--- src/rtl/alu_decode_stage.sv ---
// alu_decode_stage
// Registered decode stage between instruction fetch and register-read/ALU.
// Turns a 32-bit MIPS instruction word into the ALU control bundle and holds
// it in a single pipeline register behind a valid/ready handshake.
//
// Ports:
//   clk, rst           clock; asynchronous active-high reset
//   in_valid/in_ready  upstream handshake (in_ready = !out_valid || out_ready)
//   in_instr[31:0]     instruction word
//   flush              synchronous discard of held entry and current input
//   out_valid/out_ready downstream handshake
//   alu_pattern[3:0]   0 pass-A,1 add,2 and,3 or,4 sll,5 srl,6 sub,7 sra,8 slt,9 nor
//   sel_a[1:0]         0 reg[rs], 1 zext shamt, 2 imm16<<16
//   sel_b[1:0]         0 reg[rt], 1 sext imm16, 2 zext imm16
//   rs, rt, rd[4:0]    register indices; rd is the resolved destination
//   imm[15:0], shamt[4:0] raw instruction fields
//   wb_en              write-back enable (legal and rd != 0)
//   illegal            unsupported opcode/funct; bundle still issues
module alu_decode_stage (
  input  logic        clk,
  input  logic        rst,
  input  logic        in_valid,
  output logic        in_ready,
  input  logic [31:0] in_instr,
  input  logic        flush,
  output logic        out_valid,
  input  logic        out_ready,
  output logic [3:0]  alu_pattern,
  output logic [1:0]  sel_a,
  output logic [1:0]  sel_b,
  output logic [4:0]  rs,
  output logic [4:0]  rt,
  output logic [4:0]  rd,
  output logic [15:0] imm,
  output logic [4:0]  shamt,
  output logic        wb_en,
  output logic        illegal
);

  typedef struct packed {
    logic        illegal;
    logic        wb_en;
    logic [3:0]  pattern;
    logic [1:0]  sel_a;
    logic [1:0]  sel_b;
    logic [4:0]  rs;
    logic [4:0]  rt;
    logic [4:0]  rd;
    logic [15:0] imm;
    logic [4:0]  shamt;
  } bundle_t;

  logic [5:0] op_s;
  logic [5:0] funct_s;
  logic       legal_s;
  logic       dest_rt_s;
  logic [4:0] dest_s;
  bundle_t    dec_s;
  logic       accept_s;

  bundle_t    bundle_d, bundle_q;
  logic       valid_d, valid_q;

  assign op_s    = in_instr[31:26];
  assign funct_s = in_instr[5:0];

  // Combinational decode of the offered instruction into a control bundle.
  always_comb begin
    dec_s         = '0;
    legal_s       = 1'b1;
    dest_rt_s     = 1'b0;
    dec_s.rs      = in_instr[25:21];
    dec_s.rt      = in_instr[20:16];
    dec_s.imm     = in_instr[15:0];
    dec_s.shamt   = in_instr[10:6];
    if (op_s == 6'h00) begin
      // R-type: operand B is always reg[rt]; fixed-amount shifts take A from shamt.
      case (funct_s)
        6'h20, 6'h21: dec_s.pattern = 4'd1;
        6'h22, 6'h23: dec_s.pattern = 4'd6;
        6'h24:        dec_s.pattern = 4'd2;
        6'h25:        dec_s.pattern = 4'd3;
        6'h27:        dec_s.pattern = 4'd9;
        6'h2A:        dec_s.pattern = 4'd8;
        6'h00: begin dec_s.pattern = 4'd4; dec_s.sel_a = 2'd1; end
        6'h02: begin dec_s.pattern = 4'd5; dec_s.sel_a = 2'd1; end
        6'h03: begin dec_s.pattern = 4'd7; dec_s.sel_a = 2'd1; end
        6'h04:        dec_s.pattern = 4'd4;
        6'h06:        dec_s.pattern = 4'd5;
        6'h07:        dec_s.pattern = 4'd7;
        default:      legal_s = 1'b0;
      endcase
    end else begin
      dest_rt_s = 1'b1;
      case (op_s)
        6'h08, 6'h09: begin dec_s.pattern = 4'd1; dec_s.sel_b = 2'd1; end
        6'h0A:        begin dec_s.pattern = 4'd8; dec_s.sel_b = 2'd1; end
        6'h0C:        begin dec_s.pattern = 4'd2; dec_s.sel_b = 2'd2; end
        6'h0D:        begin dec_s.pattern = 4'd3; dec_s.sel_b = 2'd2; end
        6'h0F:        begin dec_s.pattern = 4'd0; dec_s.sel_a = 2'd2; end
        default:      legal_s = 1'b0;
      endcase
    end

    if (dest_rt_s) begin
      dest_s = in_instr[20:16];
    end else begin
      dest_s = in_instr[15:11];
    end

    if (legal_s) begin
      dec_s.rd    = dest_s;
      dec_s.wb_en = (dest_s != 5'd0);
    end else begin
      // Unsupported encodings issue as a harmless pass-A with no write-back.
      dec_s.illegal = 1'b1;
      dec_s.pattern = 4'd0;
      dec_s.sel_a   = 2'd0;
      dec_s.sel_b   = 2'd0;
      dec_s.rd      = 5'd0;
      dec_s.wb_en   = 1'b0;
    end
  end

  assign in_ready = !valid_q || out_ready;
  assign accept_s = in_valid && in_ready && !flush;

  // Next-state for the pipeline register: flush beats accept beats pop/hold.
  always_comb begin
    valid_d  = valid_q;
    bundle_d = bundle_q;
    if (flush) begin
      valid_d = 1'b0;
    end else if (accept_s) begin
      valid_d  = 1'b1;
      bundle_d = dec_s;
    end else if (out_ready) begin
      valid_d = 1'b0;
    end else begin
      valid_d = valid_q;
    end
  end

  // Pipeline register with asynchronous clear.
  always_ff @(posedge clk or posedge rst) begin
    if (rst) begin
      valid_q  <= 1'b0;
      bundle_q <= '0;
    end else begin
      valid_q  <= valid_d;
      bundle_q <= bundle_d;
    end
  end

  assign out_valid   = valid_q;
  assign alu_pattern = bundle_q.pattern;
  assign sel_a       = bundle_q.sel_a;
  assign sel_b       = bundle_q.sel_b;
  assign rs          = bundle_q.rs;
  assign rt          = bundle_q.rt;
  assign rd          = bundle_q.rd;
  assign imm         = bundle_q.imm;
  assign shamt       = bundle_q.shamt;
  assign wb_en       = bundle_q.wb_en;
  assign illegal     = bundle_q.illegal;

endmodule

--- config.mk ---
export PLATFORM = sky130hd
export DESIGN_NAME = alu_decode_stage
export DESIGN_NICKNAME = d
export VERILOG_FILES = /design/src/rtl/alu_decode_stage.sv
export SDC_FILE = /design/constraint.sdc
export NUM_CORES = 1
export LEC_CHECK = 0
export CORE_ASPECT_RATIO = 2
export CORE_MARGIN = 3
export CORE_UTILIZATION = 40
export CTS_BUF_LIST = sky130_fd_sc_hd__clkbuf_16
export DETAILED_ROUTE_END_ITERATION = 12
export GPL_TIMING_DRIVEN = 0
export PLACE_DENSITY = 0.81
export SKIP_CTS_REPAIR_TIMING = 1
export SYNTH_ARGS = -nofsm -noshare
export SYNTH_HDL_FRONTEND = slang
export SYNTH_SLANG_ARGS = --single-unit
--- constraint.sdc ---
create_clock -name clk -period 2.4 [get_ports clk]
set_clock_uncertainty 0.1 [all_clocks]
set_input_delay 0.24 -clock clk [delete_from_list [all_inputs] [get_ports clk]]
set_output_delay 0.24 -clock clk [all_outputs]
set_load 0.05 [all_outputs]
==> impl_metrics.py <==
metrics = {
    "outcome": {
        "status": "finished, final reports clean",
    },
    "pwr": {
        "p_int_w": 0.001534,
        "p_per_area_nw_per_um2": 759.1,
        "p_leak_nw": 1.404,
        "p_switching_w": 0.0007852,
        "p_sw_share_pct": 33.85,
        "peakVddDrop_v": 0.0004556,
        "power_frac_seq_pct": 35.7,
        "combPwrFrac_pct": 32.1,
        "clockPowerShare_pct": 32.2,
        "total_power_w": 0.002319,
    },
    "detailed_routing": {
        "drt_iter0_drc": 41,
        "vias": 1879,
        "drtPass1Iterations": 4,
        "wirelength_um": 5333,
        "drcViolationCount": 0,
        "drtAntennaViolNets": 0,
        "wire_per_inst_um": 14.57,
        "via_per_inst": 5.134,
    },
    "placement": {
        "dp_cells": 358,
        "routabilityCongestion": 0.8696,
        "numPortBuffers": 81,
        "hpwl_um": 4164,
    },
    "floorplan": {
        "die_y_um": 106.2,
        "die-area_um2": 5961,
        "dieWidth_um": 56.12,
        "io_pins": 85,
        "placementRows": 35,
        "core_area_um2": 4730,
        "initial_core_util_pct": 42.49,
    },
    "cts": {
        "cts_buffers": 5,
        "clock_latency_ns": 0.28,
        "cts_sinks": 42,
        "clockBufferDepth": 2,
        "cts_tree": "done",
        "cts_root_buffer": "clkbuf_16",
        "path_clk_slew_ns": 0.06,
        "htreeDepth": 2,
    },
    "worst_setup_path": {
        "path_delay_family": "buffers and inverters",
        "critPathLaunchType": "primary input",
        "path_class": "in -> out",
        "crit_start": "out_ready",
        "endpoint_kind": "primary output",
        "crit_buf_inv": 3,
        "regToRegSetupSlack_ns": 0.61,
        "cpMaxStageDelayCell": "clkdlybuf4s50_1",
        "arrival_ns": 1.68,
        "critPathMaxFanout": 3,
        "critPathMaxStageDelay_ns": 0.71,
        "cp_common_cell": "clkdlybuf4s50_1",
        "r2r-end": "wb_en$_DFFE_PP0P_",
        "timing.rr.start": "out_valid$_DFFE_PP0P_",
        "ff2ff_path_depth": 4,
        "worstPathRequired_ns": 2.06,
        "crit_chain": "clkdlybuf4s50_1, nor2b_1, inv_2, clkdlybuf4s50_1",
    },
    "finish": {
        "regArea_um2": 1051,
        "nets": 347,
        "drive_above_1_share_pct": 7.395,
        "mostFrequentLayoutCell": "nand2_1",
        "finish.utilization_pct": 64.60,
        "syn_to_final_growth_pct": 52.05,
        "final_cells": 366,
        "fillers": 402,
        "diodes": 0,
        "multi_input_area_um2": 852.1,
        "final_cell_mix": "92 x nand2_1, 81 x clkdlybuf4s50_1, 42 x dfrtp_1",
    },
    "yosys": {
        "ys_types": 43,
        "syn_inst": 222,
        "synth_seq_cells": 42,
        "ys_seq_area_share_pct": 52.30,
        "ys_warn_count": 0,
        "async_flop_share_pct": 100.0,
        "netlist_area_um2": 2009,
        "synth.avg_cell_area_um2": 9.051,
        "synth-edff-count": 0,
        "syn_nets": 259,
        "synthFlopType": "dfrtp_1",
    },
    "hold_path": {
        "whs_endpoint": "sel_b[1]$_DFFE_PP0P_",
        "hold_path.class": "in -> reg",
        "worstHoldStart": "in_instr[28]",
        "hold_depth": 3,
    },
    "sta": {
        "hold_viol": 0,
        "whs_ns": 0.1695,
        "rsz0062_at_grt": "false",
        "period_needed_ns": 2.021,
        "totalNegativeSetupSlack_ns": 0,
        "fin_crit_sh_pct": 84.21,
        "drv_slew": 0,
        "max_freq_mhz": 494.8,
        "setup_violations": 0,
        "relSlewSlack_pct": 42.21,
        "timing_worst_slew_pin_value_ns": 0.8656,
    },
    "grt": {
        "antenna_found_initial": 0,
        "grt_max_degree": 43,
        "grt.overflow.total": 0,
        "grt_pass1_vias": 1892,
        "grt_util_all_layers_pct": 18.88,
        "grt_pass1_wl_um": 8935,
    },
    "job": {
        "cap_viol_max_count": 0,
    },
}
area by class of cell:
class | instances | area share, %
inverter | 4 | 0.4914
buffer | 16 | 2.989
sequential | 42 | 34.40
multi-input combinational | 160 | 27.89
timing repair buffer | 81 | 26.54
clock inverter | 3 | 1.351
tap | 55 | 2.252
clock buffer | 5 | 4.095
state kept, by name, indices dropped and copies added (netlist names):
| signal | flops |
|---|---|
| rd | 5 |
| sel_b | 2 |
| out_valid | 1 |
| imm | 16 |
| alu_pattern | 4 |
| rs | 5 |
| sel_a | 2 |
| wb_en | 1 |
| rt | 5 |
| illegal | 1 |
synthesized netlist by cell type (2+ instances only):
library cell / n / area share, %
a22oi_1: 2 / 0.75
dfrtp_1: 42 / 52
nand3_1: 2 / 0.50
buf_4: 6 / 2.2
nand2_1: 92 / 17
nor2_1: 8 / 1.5
mux2i_1: 6 / 3.0
o21ai_0: 2 / 0.50
nor3_1: 2 / 0.50
nor2b_1: 5 / 1.6
a211oi_1: 2 / 0.75
inv_1: 3 / 0.56
o21ai_1: 2 / 0.50
clkbuf_1: 8 / 1.5
or4_1: 3 / 1.1
o31ai_1: 8 / 3.0
a21oi_1: 3 / 0.75
stage by stage:
stage | worst slack (ns) | cell area (µm²)
CTS | 0.3611 | 3055
finish | 0.3790 | 3055
floorplan | 0.4263 | 2009
global route | 0.3157 | 3055
global placement | 0.1946 | 2889
detailed placement | 0.1362 | 2889
power groups by stage:
stage               sequential (W)  combinational (W)  clock (W)
finish                    0.000828           0.000744   0.000748
global route              0.000840           0.000785   0.000790
CTS                       0.000829           0.000752   0.000761
detailed placement        0.000840           0.000750          0
global placement          0.000836           0.000741          0
floorplan                  0.00111           0.000196          0
layer usage:
layer / GRT usage, % / vias up / part of all wire, % / routed length, µm
met2: 36.10 / 68 / 57 / 3056
met1: 20.20 / 899 / 36 / 1907
met4: 6.112 / 0 / 1.1 / 59
met5: 0 / - / 0 / 0
li1: - / 906 / - / -
met3: 3.402 / 6 / 5.8 / 309
worst max-delay path by stage:
stage                        endpoint  cells past startpoint  slack (ns)
floorplan           wb_en$_DFFE_PP0P_                      6        0.43
global placement    rt[2]$_DFFE_PP0P_                      2        0.19
detailed placement  rd[0]$_DFFE_PP0P_                      5        0.14
CTS                          in_ready                      3        0.36
global route        wb_en$_DFFE_PP0P_                      5        0.32
finish                       in_ready                      4        0.38
worst min-delay path, cell delays in order:
cell and delay [ns]:
buf_4 0.15, nand2_1 0.06, o21ai_1 0.05
logic make-up after synthesis:
group	Yosys count	share of synthesized area, %
flops	42	52.30
mux	6	2.989
buf+inv	20	5.292
simple gates	123	27.58
compound gates	31	11.83
Note: power is estimated with default switching activity, not from simulation.
